$ cat src/rtl/csc_stream_ctrl_pkg.sv
// Shared constants for the colour-space stream controller: default converter
// latency, component widths and sideband bit positions.
package csc_stream_ctrl_pkg;

    localparam int CSC_LAT_DEF = 4;
    localparam int PIX_W       = 8;
    localparam int CSC_IN_W    = 9;

    localparam int USER_SOF = 0;
    localparam int USER_EOL = 1;

    typedef logic [PIX_W-1:0]           pix_t;
    typedef logic signed [CSC_IN_W-1:0] csc_in_t;

endpackage

$ cat src/rtl/RGB2YCBCR.sv
// Non-stallable BT.601 RGB to YCbCr converter (studio range).
// Output changes exactly STAGES clocks after the input changes; STAGES >= 3.
module RGB2YCBCR
    import csc_stream_ctrl_pkg::*;
#(
    parameter int STAGES = CSC_LAT_DEF
) (
    input  logic    clk,
    input  csc_in_t r,
    input  csc_in_t g,
    input  csc_in_t b,
    output pix_t    y,
    output pix_t    cb,
    output pix_t    cr
);

    localparam logic signed [8:0] C_YR  = 9'sd66;
    localparam logic signed [8:0] C_YG  = 9'sd129;
    localparam logic signed [8:0] C_YB  = 9'sd25;
    localparam logic signed [8:0] C_BR  = -9'sd38;
    localparam logic signed [8:0] C_BG  = -9'sd74;
    localparam logic signed [8:0] C_BB  = 9'sd112;
    localparam logic signed [8:0] C_RR  = 9'sd112;
    localparam logic signed [8:0] C_RG  = -9'sd94;
    localparam logic signed [8:0] C_RB  = -9'sd18;

    // Round to nearest (floor of x+0.5), add the channel offset, clamp to 8 bits.
    function automatic pix_t rnd_sat(input logic signed [19:0] s, input logic signed [9:0] off);
        logic signed [19:0] t;
        t = ((s + 20'sd128) >>> 8) + 20'(off);
        if (t < 20'sd0)
            return 8'd0;
        else if (t > 20'sd255)
            return 8'd255;
        else
            return t[7:0];
    endfunction

    logic signed [17:0] prod_p0 [0:8];
    logic signed [19:0] sum_p1  [0:2];
    logic [23:0]        res_p2  [0:STAGES-3];

    always_ff @(posedge clk) begin
        // stage 0: coefficient products
        prod_p0[0] <= 18'(r) * 18'(C_YR);
        prod_p0[1] <= 18'(g) * 18'(C_YG);
        prod_p0[2] <= 18'(b) * 18'(C_YB);
        prod_p0[3] <= 18'(r) * 18'(C_BR);
        prod_p0[4] <= 18'(g) * 18'(C_BG);
        prod_p0[5] <= 18'(b) * 18'(C_BB);
        prod_p0[6] <= 18'(r) * 18'(C_RR);
        prod_p0[7] <= 18'(g) * 18'(C_RG);
        prod_p0[8] <= 18'(b) * 18'(C_RB);
        // stage 1: per-channel sums
        sum_p1[0] <= 20'(prod_p0[0]) + 20'(prod_p0[1]) + 20'(prod_p0[2]);
        sum_p1[1] <= 20'(prod_p0[3]) + 20'(prod_p0[4]) + 20'(prod_p0[5]);
        sum_p1[2] <= 20'(prod_p0[6]) + 20'(prod_p0[7]) + 20'(prod_p0[8]);
        // stage 2: rounding, offset, then pure delay to reach STAGES
        res_p2[0] <= {rnd_sat(sum_p1[0], 10'sd16),
                      rnd_sat(sum_p1[1], 10'sd128),
                      rnd_sat(sum_p1[2], 10'sd128)};
        for (int i = 1; i <= STAGES-3; i++)
            res_p2[i] <= res_p2[i-1];
    end

    assign {y, cb, cr} = res_p2[STAGES-3];

endmodule

$ cat src/rtl/csc_stream_ctrl_sfifo_fwft.sv
// Synchronous show-ahead FIFO; a write while full is accepted only if the
// same cycle also pops.
module sfifo_fwft #(
    parameter int WIDTH = 26,
    parameter int DEPTH = 8
) (
    input  logic             clk,
    input  logic             rst,
    input  logic             wr_en,
    input  logic [WIDTH-1:0] wr_data,
    input  logic             rd_en,
    output logic [WIDTH-1:0] rd_data,
    output logic             full,
    output logic             empty
);

    localparam int AW = $clog2(DEPTH);

    logic [WIDTH-1:0] mem [0:DEPTH-1];
    logic [AW-1:0]    wp;
    logic [AW-1:0]    rp;
    logic [AW:0]      cnt;
    logic             do_wr;
    logic             do_rd;

    assign full    = (cnt == (AW+1)'(DEPTH));
    assign empty   = (cnt == '0);
    assign do_rd   = rd_en && !empty;
    assign do_wr   = wr_en && (!full || do_rd);
    assign rd_data = mem[rp];

    always_ff @(posedge clk) begin
        if (do_wr)
            mem[wp] <= wr_data;
    end

    always_ff @(posedge clk) begin
        if (rst) begin
            wp  <= '0;
            rp  <= '0;
            cnt <= '0;
        end else begin
            if (do_wr)
                wp <= wp + AW'(1);
            if (do_rd)
                rp <= rp + AW'(1);
            if (do_wr && !do_rd)
                cnt <= cnt + (AW+1)'(1);
            else if (do_rd && !do_wr)
                cnt <= cnt - (AW+1)'(1);
        end
    end

endmodule

$ cat src/rtl/csc_stream_ctrl.sv
// Credit-based flow control around the non-stallable RGB2YCBCR pipeline:
// a pixel is admitted only when a FIFO slot is reserved for its result.
module csc_stream_ctrl
    import csc_stream_ctrl_pkg::*;
#(
    parameter int CSC_LAT    = CSC_LAT_DEF,
    parameter int FIFO_DEPTH = 8,
    parameter int USER_W     = 2
) (
    input  logic              clk,
    input  logic              rst,
    input  logic              s_valid,
    output logic              s_ready,
    input  logic [23:0]       s_rgb,
    input  logic [USER_W-1:0] s_user,
    output logic              m_valid,
    input  logic              m_ready,
    output logic [23:0]       m_ycbcr,
    output logic [USER_W-1:0] m_user,
    output logic              overflow
);

    localparam int OCC_W = $clog2(FIFO_DEPTH) + 1;
    localparam int FW    = 3*PIX_W + USER_W;

    logic              accept;
    logic              pop;
    logic              wr;
    logic              full;
    logic              empty;
    logic [OCC_W-1:0]  occ;
    logic [23:0]       rgb_p0;
    logic [CSC_LAT:0]  vld_p0;
    logic [USER_W-1:0] user_p0 [0:CSC_LAT];
    pix_t              y, cb, cr;

    assign s_ready = !rst && (occ != OCC_W'(FIFO_DEPTH));
    assign accept  = s_valid && s_ready;
    assign m_valid = !empty;
    assign pop     = m_valid && m_ready;
    assign wr      = vld_p0[CSC_LAT];

    // Input register and sideband delay line carry data only; no reset needed.
    always_ff @(posedge clk) begin
        if (accept)
            rgb_p0 <= s_rgb;
        user_p0[0] <= s_user;
        for (int i = 1; i <= CSC_LAT; i++)
            user_p0[i] <= user_p0[i-1];
    end

    always_ff @(posedge clk) begin
        if (rst) begin
            vld_p0   <= '0;
            occ      <= '0;
            overflow <= 1'b0;
        end else begin
            vld_p0 <= {vld_p0[CSC_LAT-1:0], accept};
            if (accept && !pop)
                occ <= occ + OCC_W'(1);
            else if (pop && !accept)
                occ <= occ - OCC_W'(1);
            if (wr && full && !pop)
                overflow <= 1'b1;
        end
    end

    RGB2YCBCR #(
        .STAGES(CSC_LAT)
    ) u_csc (
        .clk(clk),
        .r  ({1'b0, rgb_p0[23:16]}),
        .g  ({1'b0, rgb_p0[15:8]}),
        .b  ({1'b0, rgb_p0[7:0]}),
        .y  (y),
        .cb (cb),
        .cr (cr)
    );

    sfifo_fwft #(
        .WIDTH(FW),
        .DEPTH(FIFO_DEPTH)
    ) u_fifo (
        .clk    (clk),
        .rst    (rst),
        .wr_en  (wr),
        .wr_data({y, cb, cr, user_p0[CSC_LAT]}),
        .rd_en  (pop),
        .rd_data({m_ycbcr, m_user}),
        .full   (full),
        .empty  (empty)
    );

endmodule

$ cat config.mk
export PLATFORM = sky130hd
export DESIGN_NAME = csc_stream_ctrl
export DESIGN_NICKNAME = d
export VERILOG_FILES = /design/src/rtl/csc_stream_ctrl_pkg.sv /design/src/rtl/RGB2YCBCR.sv /design/src/rtl/csc_stream_ctrl_sfifo_fwft.sv /design/src/rtl/csc_stream_ctrl.sv
export SDC_FILE = /design/constraint.sdc
export NUM_CORES = 1
export LEC_CHECK = 0
export CAP_MARGIN = 20
export CORE_UTILIZATION = 45
export CTS_CLUSTER_DIAMETER = 40
export DETAILED_ROUTE_END_ITERATION = 7
export PLACE_DENSITY_LB_ADDON = 0.1
export RECOVER_POWER = 50
export REMOVE_ABC_BUFFERS = 1
export SLEW_MARGIN = 20
export SYNTH_ARGS = -nofsm -noshare
export SYNTH_HDL_FRONTEND = slang
export SYNTH_HIERARCHICAL = 1
export SYNTH_SLANG_ARGS = --single-unit
$ cat constraint.sdc
create_clock -name clk -period 10.39 [get_ports clk]
set_clock_uncertainty 0.1 [all_clocks]
set_input_delay 1.039 -clock clk [delete_from_list [all_inputs] [get_ports clk]]
set_output_delay 1.039 -clock clk [all_outputs]
set_load 0.01 [all_outputs]
# Word level (Yosys, flattened, before mapping)
# Memory sizes are Yosys's and may differ from the RTL's. A register that Yosys moved wholly into a read port is not among the register bits.
# Cells that the tools add are included.
# op_classes
addsub,18
mul,9
order_cmp,6
eq_ne,2
n_mux,14
reduce_logical,22
# ops
cell,count
adder 19 x 18 -> 20 bit,3
adder 20 x 9 -> 20 bit (second input constant),3
> comparator 20 x 9 -> 1 bit (second input constant),3
< comparator 20 x 1 -> 1 bit (second input constant),3
adder 18 x 18 -> 19 bit,3
2-to-1 mux 8 bit,6
multiplier 9 x 7 -> 16 bit (second input constant),2
adder 12 x 9 -> 13 bit (second input constant),2
multiplier 8 x 3 -> 11 bit (second input constant),2
multiplier 8 x 8 -> 16 bit (second input constant),1
2-to-1 mux 4 bit,4
multiplier 9 x 6 -> 15 bit (second input constant),1
multiplier 8 x 6 -> 14 bit (second input constant),1
multiplier 9 x 5 -> 14 bit (second input constant),1
adder 12 x 6 -> 13 bit (second input constant),1
multiplier 8 x 5 -> 13 bit (second input constant),1
logical AND 1 bit,11
adder 4 x 1 -> 4 bit (second input constant),2
subtractor 4 x 1 -> 4 bit (second input constant),2
zero test 1 bit,7
adder 3 x 1 -> 3 bit (second input constant),2
2-to-1 mux 3 bit,2
== test 4 bit (second input constant),1
zero test 4 bit,1
other kinds (4),6
# word_totals
reg_bits,44
mem_bits_rw,488
in_bits,30
out_inout_bits,29
word_cells,83
mem_count,5
# memory_table
memory,depth,width,rd,rd_ports_with_merged_regs,write_ports,line,source
u_fifo.mem,8,26,1,1,1,csc_stream_ctrl_sfifo_fwft.sv:19,logic [WIDTH-1:0] mem [0:DEPTH-1];
u_csc.prod_p0,9,18,9,0,9,RGB2YCBCR.sv:39,logic signed [17:0] prod_p0 [0:8];
u_csc.sum_p1,3,20,3,0,3,RGB2YCBCR.sv:40,logic signed [19:0] sum_p1 [0:2];
u_csc.res_p2,2,24,2,0,2,RGB2YCBCR.sv:41,logic [23:0] res_p2 [0:STAGES-3];
user_p0,5,2,5,0,5,csc_stream_ctrl.sv:34,logic [USER_W-1:0] user_p0 [0:CSC_LAT];

# Logic depth before layout (Yosys ltp)
# logic_depth
word_depth,10
mapped_depth,18

# By module
# The synthesis kept the hierarchy.
# modules_own_cells
mod,instances,cells_per_inst,area_each_um2
RGB2YCBCR,1,1530,15661.3
sfifo_fwft,1,374,8468.1
csc_stream_ctrl,1,81,1382.6

# Worst setup path before layout
# OpenSTA, ideal clock, no wires.
# synth_path
path_kind,input to register
from,in m_ready
to,"mem u_fifo.mem[0][0], enable pin"
setup_ns,0.475
arrival_time_ns,3.848
setup_slack_ns,5.967
cell_stages,4
n_path_buf,0
path_cell_list,nand2_1 inv_1 o21ai_4 nor4_1
# synth_via
elab_chain_len,6
# synth_rtl
item,line,source
start: declaration,csc_stream_ctrl.sv:17,"input logic m_ready,"
logical AND 1 bit,csc_stream_ctrl.sv:40,assign pop = m_valid && m_ready;
named net pop,csc_stream_ctrl.sv:27,logic pop;
logical AND 1 bit,csc_stream_ctrl_sfifo_fwft.sv:28,assign do_rd = rd_en && !empty;
logical OR 1 bit,csc_stream_ctrl_sfifo_fwft.sv:29,assign do_wr = wr_en && (!full || do_rd);
logical AND 1 bit,csc_stream_ctrl_sfifo_fwft.sv:29,
2-to-1 mux 1 bit,csc_stream_ctrl_sfifo_fwft.sv:33,if (do_wr)
2-to-1 mux 1 bit (not written as such),csc_stream_ctrl_sfifo_fwft.sv:34,mem[wp] <= wr_data;
end: declaration,csc_stream_ctrl_sfifo_fwft.sv:19,
# The timed path passes the listed nets, and every way through them passes these cells.

==> impl_metrics.tcl <==
set metrics [dict create \
    post_drt_wl_per_cell_um 17.3 \
    async_reset_ff_frac 0 \
    initial_core_util 0.459 \
    synth_edf_count 232 \
    powerDensity_nw_per_um2 286 \
    hold_buffers 0 \
    grt_usage 0.185 \
    drive_gt1_frac 0.117 \
    grt_pass1_vias 15400 \
    synthCells 1985 \
    critPathLaunchType "flip-flop" \
    ir_worst_vdd_uv 132 \
    fin_util 0.530 \
    fp.dieH_um 240 \
    cts.htree.levels 3 \
    finalSetupTns_ns 0 \
    synth_area_per_cell_um2 12.9 \
    syn-cell-area_um2 25500 \
    ant_nets 0 \
    nFillCells 4843 \
    p_leak_uw 0.0123 \
    max-cap-violations 3 \
    final_common_cell "ha_1" \
    tightest_slew_ns 2.05 \
    clk_pin_slew_ns 0.06 \
    rows 86 \
    num_antenna_cells 0 \
    vias 14500 \
    ys_types 83 \
    drc 0 \
    routed_wl_um 50700 \
    worst_ep_arrival_time_ns 3.26 \
    slew_headroom -0.367 \
    cts_sinks 477 \
    die_width_um 240 \
    holdPathStages 0 \
    layout_setup_ws_ns 5.99 \
    ys_ff_latch 477 \
    finalHoldViolations 0 \
    cp_max_fo 43 \
    report.final.slew_viol_count 81 \
    clock_latency_ns 0.60 \
    status "complete, but fails checks" \
    mostFrequentLayoutCells "ha_1, inv_1, dfxtp_1" \
    cts.path.max_buffers 3 \
    min_path_type "reg2reg" \
    viasPerCell 4.94 \
    place_ws_ns 5.90 \
    antenna_found_initial 3 \
    gp_congestion 0.816 \
    root_buffer "clkbuf_16" \
    nets 2573 \
    syn_to_final_growth_pct 15.4 \
    max_freq_mhz 227 \
    worstRegToRegCells 14 \
    first_pass_iters 5 \
    cts_setup_buffers 0 \
    numPortBuffers 58 \
    yosysWarnings 6 \
    final.period_utilization 0.424 \
    crit_type "reg2out" \
    cts_tree "built" \
    grt_pass1_wl_um 81900 \
    synth_ff_type "dfxtp_1" \
    grt_max_degree 53 \
    post-route-min-period_ns 4.40 \
    drt_iter0_markers 560 \
    end_kind "primary output" \
    seq_area_frac_synth 0.465 \
    die_area_um2 57700 \
    core_area_um2 55500 \
    cts_buffers 72 \
    cts_resized 0 \
    grt_overflow 0 \
    violations "max-capacitance violations, max-slew violations" \
    ioPinCount 59 \
    setup_viol 0 \
    dp_hpwl_um 37600 \
    required_ns 9.25 \
    rsz0062_at_grt "false" \
]
[metal layers]
metal  share of wire  vias to the layer above  routed length [um]  track usage
li1                -                     7216                   -            -
met1            0.46                     7024               23400        0.242
met2            0.49                      182               24800        0.319
met3           0.032                       56                1650       0.0321
met4           0.015                        0                 784       0.0442
met5               0                        -                   0            0
[synthesized netlist by cell type (11+ instances only)]
cell type    n  area [um2]
a21oi_1     90         450
nor2b_1     19         119
o21ai_0     27         135
xnor2_1     94         823
nor3_1      27         135
a31o_2      11        96.3
clkbuf_1    14        52.6
edfxtp_1   232        6970
nand3_1     25         125
dfxtp_1    245        4900
a31oi_1     16         100
mux2_2      27         304
mux4_2      52        1170
o21bai_1    16         120
inv_1      246         923
ha_1       290        3630
nand2_1     51         191
nor2_1      92         345
nand4_1     13        81.3
o21a_1      24         180
xor2_1      44         385
buf_4       25         188
a21o_1      25         188
fa_1       133        2660
[worst max-delay path, stage by stage, from the launching register on]
cell             delay (ns)
dfxtp_4                0.47
buf_4                  0.72
mux4_2                 0.61
mux2_2                 0.30
clkdlybuf4s50_1        0.48
[cell families after synthesis]
| logic type | share of synthesized area |
|---|---|
| buffers and inverters | 0.0502 |
| xor gates and xnor gates | 0.0474 |
| adders and majority gates | 0.247 |
| DFF | 0.465 |
| muxes | 0.0615 |
| other | 0.000147 |
| and+or+nand+nor | 0.0594 |
| AOI/OAI and AO/OA | 0.0695 |
[stage by stage]
stage / hold WS [ns] / area (um2) / cells / power [uW]
after floorplan: 0.210 / 25300 / 1976 / 5220
after global placement: 0.210 / 27000 / 2794 / 5980
after detailed placement: 0.212 / 27000 / 2794 / 6040
after CTS: 0.222 / 29500 / 2928 / 8530
after global routing: 0.229 / 29400 / 2928 / 9080
final: 0.220 / 29400 / 2928 / 8410
[sequential cells by signal, summed over array words and instances (netlist names), named ones only]
signal,flops
u_csc/prod_p0,125
u_csc/sum_p1,39
vld_p0,5
occ,4
u_fifo/cnt,4
u_fifo/rp,3
rgb_p0,24
overflow,1
u_fifo/mem,208
u_csc/res_p2,48
user_p0,10
u_fifo/wp,3
[worst paths after layout]
| path | startpoint | slack, ns | to |
|---|---|---|---|
| min reg2reg | u_csc/res_p2[0][14]$_SDFF_PN0_ | 0.22 | u_csc/res_p2[0][38]$_DFF_P_ |
| min | u_csc/res_p2[0][14]$_SDFF_PN0_ | 0.22 | u_csc/res_p2[0][38]$_DFF_P_ |
| max reg2reg | rgb_p0[20]$_DFFE_PP_ | 6.08 | u_csc/prod_p0[0][69]$_DFF_P_ |
| max | flip-flop | 5.99 | m_ycbcr[9] |
[layout make-up]
class,count,area (um2),area share
inverter,247,927,0.0315
multi-input combinational,1252,12500,0.426
tap,748,936,0.0318
sequential,477,11900,0.404
clock inverter,42,531,0.0180
timing repair buffer,70,659,0.0224
clock buffer,92,1970,0.0669
[report_power, final]
group | switching, uW | internal [uW]
Clock | 915 | 1500
Combinational | 1710 | 1420
Sequential | 357 | 2500
Note: power is estimated with default switching activity, not from simulation.
